$ cat config.mk
export PLATFORM = sky130hd
export DESIGN_NAME = axi4_instr_seq_flat
export DESIGN_NICKNAME = d
export VERILOG_FILES = /design/src/rtl/axi4_instr_seq_if.sv /design/src/rtl/axi4_instr_seq.sv /design/src/flat_wrapper.sv
export SDC_FILE = /design/constraint.sdc
export NUM_CORES = 2
export LEC_CHECK = 0
export BUFFER_PORTS_ARGS = -buffer_cell sky130_fd_sc_hd__buf_2
export CORE_ASPECT_RATIO = 0.5
export CORE_UTILIZATION = 40
export DETAILED_ROUTE_END_ITERATION = 12
export HOLD_SLACK_MARGIN = 0.03
export PLACE_DENSITY = 0.55
export SYNTH_ARGS = -nofsm -noshare
export SYNTH_HDL_FRONTEND = slang
export SYNTH_SLANG_ARGS = --single-unit
$ cat constraint.sdc
create_clock -name clk -period 22.2 [get_ports clk]
set_clock_uncertainty 0.2 [all_clocks]
set_input_delay 6.66 -clock clk [delete_from_list [all_inputs] [get_ports clk]]
set_output_delay 6.66 -clock clk [all_outputs]
set_load 0.02 [all_outputs]
$ cat src/rtl/axi4_instr_seq_if.sv
// Instruction beat stream between the host DMA (master) and axi4_instr_seq (slave).
interface axi4_instr_seq_if #(
  parameter int TDATA_WIDTH = 512
) ();
  logic [TDATA_WIDTH-1:0] S_AXIS_TDATA;
  logic                   S_AXIS_TVALID;
  logic                   S_AXIS_TREADY;

  modport master (output S_AXIS_TDATA, output S_AXIS_TVALID, input S_AXIS_TREADY);
  modport slave  (input S_AXIS_TDATA, input S_AXIS_TVALID, output S_AXIS_TREADY);
endinterface

$ cat src/rtl/axi4_instr_seq.sv
// AXI4-Stream instruction sequencer: buffers beats, issues LANES DDR4 command slots per clock.
// Optional statistics counters are enabled by defining AXI4_INSTR_SEQ_STATS_EN.
module axi4_instr_seq #(
  parameter int TDATA_WIDTH = 512,
  parameter int INSTR_WIDTH = 32,
  parameter int LANES       = 4,
  parameter int FIFO_DEPTH  = 4,
  parameter int BG_WIDTH    = 2,
  parameter int BANK_WIDTH  = 2,
  parameter int COL_WIDTH   = 10,
  parameter int ROW_WIDTH   = 17
) (
  input  logic                        clk,
  input  logic                        rst_n,
  axi4_instr_seq_if.slave             s_axis,
  input  logic                        cmd_ready,
  output logic                        cmd_valid,
  output logic [2:0]                  dbg_opcode,
  output logic [LANES-1:0]            ddr_write,
  output logic [LANES-1:0]            ddr_read,
  output logic [LANES-1:0]            ddr_pre,
  output logic [LANES-1:0]            ddr_act,
  output logic [LANES-1:0]            ddr_ref,
  output logic [LANES-1:0]            ddr_zq,
  output logic [LANES-1:0]            ddr_nop,
  output logic [LANES-1:0]            ddr_ap,
  output logic [LANES-1:0]            ddr_half_bl,
  output logic [LANES-1:0]            ddr_pall,
  output logic [LANES*BG_WIDTH-1:0]   ddr_bg,
  output logic [LANES*BANK_WIDTH-1:0] ddr_bank,
  output logic [LANES*COL_WIDTH-1:0]  ddr_col,
  output logic [LANES*ROW_WIDTH-1:0]  ddr_row
`ifdef AXI4_INSTR_SEQ_STATS_EN
  ,
  output logic [31:0]                 stat_cmds,
  output logic [31:0]                 stat_wait_cycles
`endif
);

  localparam int GROUP_WIDTH = INSTR_WIDTH * LANES;
  localparam int NUM_GROUPS  = TDATA_WIDTH / GROUP_WIDTH;
  localparam int GRP_IDX_W   = (NUM_GROUPS > 1) ? $clog2(NUM_GROUPS) : 1;
  localparam int PTR_W       = $clog2(FIFO_DEPTH);
  localparam int RC_LSB      = 3 + BANK_WIDTH + BG_WIDTH;

  localparam logic [2:0] OP_NOP  = 3'd0;
  localparam logic [2:0] OP_PRE  = 3'd1;
  localparam logic [2:0] OP_ACT  = 3'd2;
  localparam logic [2:0] OP_RD   = 3'd3;
  localparam logic [2:0] OP_WR   = 3'd4;
  localparam logic [2:0] OP_REF  = 3'd5;
  localparam logic [2:0] OP_ZQ   = 3'd6;
  localparam logic [2:0] OP_WAIT = 3'd7;

  typedef enum logic [1:0] {ST_IDLE, ST_ISSUE, ST_WAIT} state_t;

  typedef struct packed {
    logic [LANES-1:0]            write;
    logic [LANES-1:0]            read;
    logic [LANES-1:0]            pre;
    logic [LANES-1:0]            act;
    logic [LANES-1:0]            refresh;
    logic [LANES-1:0]            zq;
    logic [LANES-1:0]            nop;
    logic [LANES-1:0]            ap;
    logic [LANES-1:0]            half_bl;
    logic [LANES-1:0]            pall;
    logic [LANES*BG_WIDTH-1:0]   bg;
    logic [LANES*BANK_WIDTH-1:0] bank;
    logic [LANES*COL_WIDTH-1:0]  col;
    logic [LANES*ROW_WIDTH-1:0]  row;
    logic [2:0]                  opcode0;
  } group_t;

  logic [TDATA_WIDTH-1:0] mem_q [FIFO_DEPTH];
  logic [TDATA_WIDTH-1:0] mem_d [FIFO_DEPTH];
  logic [PTR_W:0]         wr_ptr_q, wr_ptr_d, rd_ptr_q, rd_ptr_d;
  logic                   fifo_empty, fifo_full, push, pop;

  state_t                 state_q, state_d;
  logic [GRP_IDX_W-1:0]   grp_q, grp_d;
  group_t                 out_q, out_d, dec, idle_out;
  logic                   cmd_valid_q, cmd_valid_d;
  logic [15:0]            wait_cnt_q, wait_cnt_d, wait_max_q, wait_max_d, dec_wait_max;
  logic [TDATA_WIDTH-1:0] head_beat;
  logic [GROUP_WIDTH-1:0] grp_bits;
  logic [2:0]             lane_op;
  logic [15:0]            lane_cnt;
  logic                   load_grp;

  assign fifo_empty = (wr_ptr_q == rd_ptr_q);
  assign fifo_full  = (wr_ptr_q[PTR_W] != rd_ptr_q[PTR_W]) &&
                      (wr_ptr_q[PTR_W-1:0] == rd_ptr_q[PTR_W-1:0]);
  assign s_axis.S_AXIS_TREADY = rst_n && !fifo_full;
  assign push       = s_axis.S_AXIS_TVALID && s_axis.S_AXIS_TREADY;
  assign head_beat  = mem_q[rd_ptr_q[PTR_W-1:0]];
  assign grp_bits   = head_beat[grp_q*GROUP_WIDTH +: GROUP_WIDTH];

  always_comb begin
    mem_d    = mem_q;
    wr_ptr_d = wr_ptr_q;
    rd_ptr_d = rd_ptr_q;
    if (push) begin
      mem_d[wr_ptr_q[PTR_W-1:0]] = s_axis.S_AXIS_TDATA;
      wr_ptr_d = wr_ptr_q + 1'b1;
    end
    if (pop) rd_ptr_d = rd_ptr_q + 1'b1;
  end

  // Decode the head group; WAIT lanes show as NOP and contribute their count to the group maximum.
  always_comb begin
    dec          = '0;
    dec_wait_max = '0;
    lane_op      = '0;
    lane_cnt     = '0;
    dec.opcode0  = grp_bits[2:0];
    for (int l = 0; l < LANES; l++) begin
      lane_op  = grp_bits[l*INSTR_WIDTH +: 3];
      lane_cnt = grp_bits[l*INSTR_WIDTH+3 +: 16];
      case (lane_op)
        OP_PRE: begin
          dec.pre[l]  = 1'b1;
          dec.pall[l] = grp_bits[l*INSTR_WIDTH+RC_LSB];
        end
        OP_ACT: dec.act[l] = 1'b1;
        OP_RD: begin
          dec.read[l]    = 1'b1;
          dec.ap[l]      = grp_bits[l*INSTR_WIDTH+INSTR_WIDTH-1];
          dec.half_bl[l] = grp_bits[l*INSTR_WIDTH+INSTR_WIDTH-2];
        end
        OP_WR: begin
          dec.write[l]   = 1'b1;
          dec.ap[l]      = grp_bits[l*INSTR_WIDTH+INSTR_WIDTH-1];
          dec.half_bl[l] = grp_bits[l*INSTR_WIDTH+INSTR_WIDTH-2];
        end
        OP_REF: dec.refresh[l] = 1'b1;
        OP_ZQ:  dec.zq[l] = 1'b1;
        OP_WAIT: begin
          dec.nop[l] = 1'b1;
          if (lane_cnt > dec_wait_max) dec_wait_max = lane_cnt;
        end
        default: dec.nop[l] = 1'b1;
      endcase
      if (lane_op != OP_NOP && lane_op != OP_WAIT) begin
        dec.bank[l*BANK_WIDTH +: BANK_WIDTH] = grp_bits[l*INSTR_WIDTH+3 +: BANK_WIDTH];
        dec.bg[l*BG_WIDTH +: BG_WIDTH]       = grp_bits[l*INSTR_WIDTH+3+BANK_WIDTH +: BG_WIDTH];
        dec.col[l*COL_WIDTH +: COL_WIDTH]    = grp_bits[l*INSTR_WIDTH+RC_LSB +: COL_WIDTH];
        dec.row[l*ROW_WIDTH +: ROW_WIDTH]    = grp_bits[l*INSTR_WIDTH+RC_LSB +: ROW_WIDTH];
      end
    end
  end

  // Outputs are a registered stage: a new group loads when the previous one is accepted or absent.
  always_comb begin
    idle_out     = '0;
    idle_out.nop = '1;
    state_d      = state_q;
    grp_d        = grp_q;
    out_d        = out_q;
    cmd_valid_d  = cmd_valid_q;
    wait_cnt_d   = wait_cnt_q;
    wait_max_d   = wait_max_q;
    pop          = 1'b0;
    load_grp     = 1'b0;
    case (state_q)
      ST_IDLE: begin
        out_d       = idle_out;
        cmd_valid_d = 1'b0;
        if (!fifo_empty) state_d = ST_ISSUE;
      end
      ST_ISSUE: begin
        if (!cmd_valid_q || cmd_ready) begin
          if (cmd_valid_q && wait_max_q != '0) begin
            state_d     = ST_WAIT;
            wait_cnt_d  = wait_max_q;
            out_d       = idle_out;
            cmd_valid_d = 1'b0;
          end else if (!fifo_empty) begin
            load_grp = 1'b1;
          end else begin
            state_d     = ST_IDLE;
            out_d       = idle_out;
            cmd_valid_d = 1'b0;
          end
        end
      end
      ST_WAIT: begin
        if (cmd_ready) begin
          if (wait_cnt_q > 16'd1) begin
            wait_cnt_d = wait_cnt_q - 16'd1;
          end else if (!fifo_empty) begin
            load_grp = 1'b1;
          end else begin
            state_d    = ST_IDLE;
            wait_cnt_d = '0;
          end
        end
      end
      default: state_d = ST_IDLE;
    endcase
    if (load_grp) begin
      state_d     = ST_ISSUE;
      out_d       = dec;
      cmd_valid_d = 1'b1;
      wait_max_d  = dec_wait_max;
      wait_cnt_d  = '0;
      if (grp_q == GRP_IDX_W'(NUM_GROUPS - 1)) begin
        grp_d = '0;
        pop   = 1'b1;
      end else begin
        grp_d = grp_q + 1'b1;
      end
    end
  end

  always_ff @(posedge clk) begin
    if (!rst_n) begin
      state_q     <= ST_IDLE;
      wr_ptr_q    <= '0;
      rd_ptr_q    <= '0;
      grp_q       <= '0;
      out_q       <= '0;
      cmd_valid_q <= 1'b0;
      wait_cnt_q  <= '0;
      wait_max_q  <= '0;
    end else begin
      state_q     <= state_d;
      wr_ptr_q    <= wr_ptr_d;
      rd_ptr_q    <= rd_ptr_d;
      grp_q       <= grp_d;
      out_q       <= out_d;
      cmd_valid_q <= cmd_valid_d;
      wait_cnt_q  <= wait_cnt_d;
      wait_max_q  <= wait_max_d;
    end
  end

  always_ff @(posedge clk) begin
    mem_q <= mem_d;
  end

  assign cmd_valid   = cmd_valid_q;
  assign dbg_opcode  = out_q.opcode0;
  assign ddr_write   = out_q.write;
  assign ddr_read    = out_q.read;
  assign ddr_pre     = out_q.pre;
  assign ddr_act     = out_q.act;
  assign ddr_ref     = out_q.refresh;
  assign ddr_zq      = out_q.zq;
  assign ddr_nop     = out_q.nop;
  assign ddr_ap      = out_q.ap;
  assign ddr_half_bl = out_q.half_bl;
  assign ddr_pall    = out_q.pall;
  assign ddr_bg      = out_q.bg;
  assign ddr_bank    = out_q.bank;
  assign ddr_col     = out_q.col;
  assign ddr_row     = out_q.row;

`ifdef AXI4_INSTR_SEQ_STATS_EN
  logic [31:0] stat_cmds_q, stat_cmds_d, stat_wait_q, stat_wait_d, cmd_lanes;
  logic [32:0] cmds_sum;

  // A lane counts as a command exactly when its NOP strobe is low in an accepted group.
  always_comb begin
    stat_cmds_d = stat_cmds_q;
    stat_wait_d = stat_wait_q;
    cmd_lanes   = '0;
    cmds_sum    = '0;
    for (int l = 0; l < LANES; l++) begin
      if (!out_q.nop[l]) cmd_lanes = cmd_lanes + 32'd1;
    end
    if (cmd_valid_q && cmd_ready) begin
      cmds_sum    = {1'b0, stat_cmds_q} + {1'b0, cmd_lanes};
      stat_cmds_d = cmds_sum[32] ? '1 : cmds_sum[31:0];
    end
    if (state_q == ST_WAIT && cmd_ready && stat_wait_q != '1) stat_wait_d = stat_wait_q + 32'd1;
  end

  always_ff @(posedge clk) begin
    if (!rst_n) begin
      stat_cmds_q <= '0;
      stat_wait_q <= '0;
    end else begin
      stat_cmds_q <= stat_cmds_d;
      stat_wait_q <= stat_wait_d;
    end
  end

  assign stat_cmds        = stat_cmds_q;
  assign stat_wait_cycles = stat_wait_q;
`endif

endmodule

$ cat src/flat_wrapper.sv
// flat-port wrapper written by rule: the top's interface ports become plain ports
module axi4_instr_seq_flat 
#(
  parameter int TDATA_WIDTH = 512,
  parameter int INSTR_WIDTH = 32,
  parameter int LANES       = 4,
  parameter int FIFO_DEPTH  = 4,
  parameter int BG_WIDTH    = 2,
  parameter int BANK_WIDTH  = 2,
  parameter int COL_WIDTH   = 10,
  parameter int ROW_WIDTH   = 17
)
  (clk, rst_n, cmd_ready, cmd_valid, dbg_opcode, ddr_write, ddr_read, ddr_pre, ddr_act, ddr_ref, ddr_zq, ddr_nop, ddr_ap, ddr_half_bl, ddr_pall, ddr_bg, ddr_bank, ddr_col, ddr_row, s_axis_S_AXIS_TDATA, s_axis_S_AXIS_TVALID, s_axis_S_AXIS_TREADY);
  axi4_instr_seq_if #(.TDATA_WIDTH(TDATA_WIDTH)) s_axis_i ();
  input  logic clk;
  input  logic rst_n;
  input  logic cmd_ready;
  output logic cmd_valid;
  output logic [2:0] dbg_opcode;
  output logic [LANES-1:0] ddr_write;
  output logic [LANES-1:0] ddr_read;
  output logic [LANES-1:0] ddr_pre;
  output logic [LANES-1:0] ddr_act;
  output logic [LANES-1:0] ddr_ref;
  output logic [LANES-1:0] ddr_zq;
  output logic [LANES-1:0] ddr_nop;
  output logic [LANES-1:0] ddr_ap;
  output logic [LANES-1:0] ddr_half_bl;
  output logic [LANES-1:0] ddr_pall;
  output logic [LANES*BG_WIDTH-1:0] ddr_bg;
  output logic [LANES*BANK_WIDTH-1:0] ddr_bank;
  output logic [LANES*COL_WIDTH-1:0] ddr_col;
  output logic [LANES*ROW_WIDTH-1:0] ddr_row;
  input wire logic [$bits(s_axis_i.S_AXIS_TDATA)-1:0] s_axis_S_AXIS_TDATA;
  input wire logic [$bits(s_axis_i.S_AXIS_TVALID)-1:0] s_axis_S_AXIS_TVALID;
  output wire logic [$bits(s_axis_i.S_AXIS_TREADY)-1:0] s_axis_S_AXIS_TREADY;
  assign s_axis_i.S_AXIS_TDATA = s_axis_S_AXIS_TDATA;
  assign s_axis_i.S_AXIS_TVALID = s_axis_S_AXIS_TVALID;
  assign s_axis_S_AXIS_TREADY = s_axis_i.S_AXIS_TREADY;
  axi4_instr_seq #(.TDATA_WIDTH(TDATA_WIDTH), .INSTR_WIDTH(INSTR_WIDTH), .LANES(LANES), .FIFO_DEPTH(FIFO_DEPTH), .BG_WIDTH(BG_WIDTH), .BANK_WIDTH(BANK_WIDTH), .COL_WIDTH(COL_WIDTH), .ROW_WIDTH(ROW_WIDTH)) u_core (.clk(clk), .rst_n(rst_n), .s_axis(s_axis_i), .cmd_ready(cmd_ready), .cmd_valid(cmd_valid), .dbg_opcode(dbg_opcode), .ddr_write(ddr_write), .ddr_read(ddr_read), .ddr_pre(ddr_pre), .ddr_act(ddr_act), .ddr_ref(ddr_ref), .ddr_zq(ddr_zq), .ddr_nop(ddr_nop), .ddr_ap(ddr_ap), .ddr_half_bl(ddr_half_bl), .ddr_pall(ddr_pall), .ddr_bg(ddr_bg), .ddr_bank(ddr_bank), .ddr_col(ddr_col), .ddr_row(ddr_row));
endmodule
==> results.sh <==
export IMPL_max_cap_violations=0
export IMPL_dpl_cell_area_um2=77100
export IMPL_min_delay_start="u_core.ddr_row[15]"
export IMPL_slew_headroom=0.180
export IMPL_gp_congestion=0.826
export IMPL_num_io_pins=685
export IMPL_drtAntennaViolNets=0
export IMPL_syn_inst=3432
export IMPL_max_vdd_ir_drop_v=0.0000589
export IMPL_cts_setup_buffers=0
export IMPL_finalSetupViolCount=0
export IMPL_synth_edff_count=1664
export IMPL_cts_buffers=172
export IMPL_core_um2=177000
export IMPL_die_h_um=302
export IMPL_end_kind="output port"
export IMPL_hold_class="register to register"
export IMPL_worst_pin_slew_ns=1.23
export IMPL_grt_max_degree=141
export IMPL_drt_wl_total_mm=186
export IMPL_tns_ns=0
export IMPL_cts_hold_buf=0
export IMPL_min_period_over_period=0.668
export IMPL_hpwlAfterDp_mm=118
export IMPL_async_flop_share=0
export IMPL_nets=4617
export IMPL_place_ws_ns=7.35
export IMPL_drt_iter0_markers=2774
export IMPL_antenna_found_initial=110
export IMPL_final_max_slew_viol_count=0
export IMPL_grt_pass1_wl_mm=266
export IMPL_synth_largest_area_cell="edfxtp_1"
export IMPL_cts_resized=0
export IMPL_ys_flop_type="edfxtp_1"
export IMPL_cts_tree="built"
export IMPL_status="finished, final reports clean"
export IMPL_cts_sinks=1834
export IMPL_synth_net_count=4024
export IMPL_rows=109
export IMPL_yosysSeqAreaShare=0.743
export IMPL_ctsRootBufferMaster="clkbuf_16"
export IMPL_path_class="input port to output port"
export IMPL_ys_warn_count=0
export IMPL_grt_setup_unrepaired="false"
export IMPL_clk_insertion_delay_late_ns=0.81
export IMPL_wire_per_inst_um=28.4
export IMPL_synth_area_leaders="edfxtp_1, mux4_2, dfxtp_1"
export IMPL_cp_start_kind="input port"
export IMPL_pwr_density_cell_nw_per_um2=86.3
export IMPL_grt_pass1_vias=37062
export IMPL_startpoint="rst_n"
export IMPL_ys_seq_elements=1834
export IMPL_final_area_um2=82600
export IMPL_htreeDepth=4
export IMPL_drtPass1Iterations=8
export IMPL_cts_buffer_depth=4
export IMPL_die_w_um=601
export IMPL_vias_per_cell=5.50
export IMPL_p_leak_nw=26.6
export IMPL_start_util=0.405
export IMPL_required_ns=15.34
export IMPL_r2r_start="u_core.rd_ptr_q[0]"
export IMPL_drc_errors=0
export IMPL_syn_cell_area_um2=71800
export IMPL_hold_viol=0
export IMPL_grt_overflow=0
export IMPL_syn2layout_area_growth_pct=15.0
export IMPL_clkTransAtPathRegs_ns=0.06
export IMPL_ys_types=66
export IMPL_syn_avg_cell_area_um2=20.9
export IMPL_grt_util_all_layers=0.203
export IMPL_fin_hold_ws_ns=0.268
export IMPL_worst_slack_ns=7.36
export IMPL_cp_max_fo=28
export IMPL_place_port_buffers=588
export IMPL_worstPathArrival_ns=7.98
export IMPL_die_area_um2=181000
export IMPL_max_freq_mhz=67.4
export IMPL_period_minus_slack_ns=14.84
export IMPL_yosysTopAreaCellShare=0.696
export IMPL_final_layout_size_suffix_gt1_frac=0.345
export IMPL_num_vias=36081
-- layout make-up --
class	count	area, um^2
antenna	17	42.5
clock buffer	228	4730
clock inverter	80	697
fill	14981	94900
inverter	43	161
multi-input combinational	1325	17100
sequential	1834	53400
tap	2386	2990
timing repair buffer	649	3450
-- power by group --
part / switching (mW) / leakage, nW / internal [mW] / total, mW
sequential: 0.0205 / 16.5 / 3.85 / 3.88
combinational: 0.239 / 7.40 / 0.126 / 0.364
clock: 1.26 / 2.66 / 1.63 / 2.89
-- routing by layer --
layer  vias up  global-route usage  wire, um
met4        18              0.0569      5460
met5         -                   0       111
met3       421              0.0300      7530
li1      15511                   -         -
met2       959               0.359     97100
met1     19172               0.262     76300
-- through the flow --
| stage | util | instances | total power, mW |
|---|---|---|---|
| after floorplan | - | 3432 | 4.17 |
| after global routing | 0.465 | 6559 | 7.37 |
| after global placement | 0.435 | 6237 | 4.30 |
| after detailed placement | 0.435 | 6237 | 4.32 |
| final | 0.465 | 6562 | 7.13 |
| after CTS | 0.465 | 6545 | 7.21 |
-- worst paths after layout --
| path | cells past startpoint | slack (ns) | endpoint |
|---|---|---|---|
| min reg2reg | 2 | 0.27 | u_core.ddr_row[15] |
| min | 2 | 0.27 | u_core.ddr_row[15] |
| max | 3 | 7.36 | s_axis_S_AXIS_TREADY |
| max reg2reg | 32 | 10.38 | u_core.wait_max_q[10] |
-- worst max-delay path, cell delays in order --
cell      delay, ns
buf_4          0.34
a21boi_0       0.61
buf_2          0.33
-- cell families (layout without fill, tap and decap cells) --
kind of cell	Yosys count	after routing	synth area share
mux	520	520	0.160
xor+xnor	7	7	0.000854
other cells	0	17	0
fa+ha+maj	76	76	0.0132
simple gates	370	370	0.0273
flops	1834	1834	0.743
compound gates	352	352	0.0360
buf+inv	273	1000	0.0195
-- cells in the mapped netlist (all sizes together), types with 10 or more instances --
master	number
nor2b	93
o31ai	25
a22oi	93
nor3	10
nor2	52
mux2i	18
edfxtp	1664
a41oi	10
nand2	76
nand3	37
a21oi	33
and3	11
o21ai	68
inv	42
buf	128
a22o	25
nor4	13
a221oi	16
ha	76
dfxtp	170
and2	30
nand4	17
clkbuf	102
mux4	500
a21boi	29
-- placed cells by master, fill, tap and decap left out, types with 9 or more instances in the layout --
cell	count
edfxtp_1	1664
buf_2	587
mux4_2	500
clkbuf_16	178
dfxtp_1	166
a22oi_1	93
nor2b_1	91
ha_1	76
nand2_1	75
o21ai_0	66
buf_4	58
nor2_1	50
inv_1	42
clkbuf_1	41
nand3_1	37
a21oi_1	33
clkinv_2	32
a21boi_0	29
and2_1	28
a22o_1	25
o31ai_1	25
clkinv_1	25
diode_2	17
nand4_1	17
a221oi_1	15
mux2i_1	14
nor4_1	13
bufinv_16	11
nor3_1	10
a21o_1	9
clkbuf_8	9
-- flip-flops by register name, summed over array words and instances, names as in the netlist, 3 cells and up --
| signal | flops |
|---|---|
| u_core.mem_q | 1664 |
| u_core.ddr_ap | 4 |
| u_core.ddr_zq | 4 |
| u_core.rd_ptr_q | 3 |
| u_core.ddr_row | 68 |
| u_core.ddr_write | 4 |
| u_core.ddr_bg | 8 |
| u_core.ddr_bank | 8 |
| u_core.ddr_act | 4 |
| u_core.dbg_opcode | 3 |
| u_core.ddr_pall | 4 |
| u_core.ddr_pre | 4 |
| u_core.wr_ptr_q | 3 |
| u_core.ddr_read | 4 |
| u_core.wait_cnt_q | 16 |
| u_core.ddr_nop | 4 |
| u_core.ddr_ref | 4 |
| u_core.ddr_half_bl | 4 |
| u_core.wait_max_q | 16 |
No activity file was read; power rests on OpenSTA's default activity.
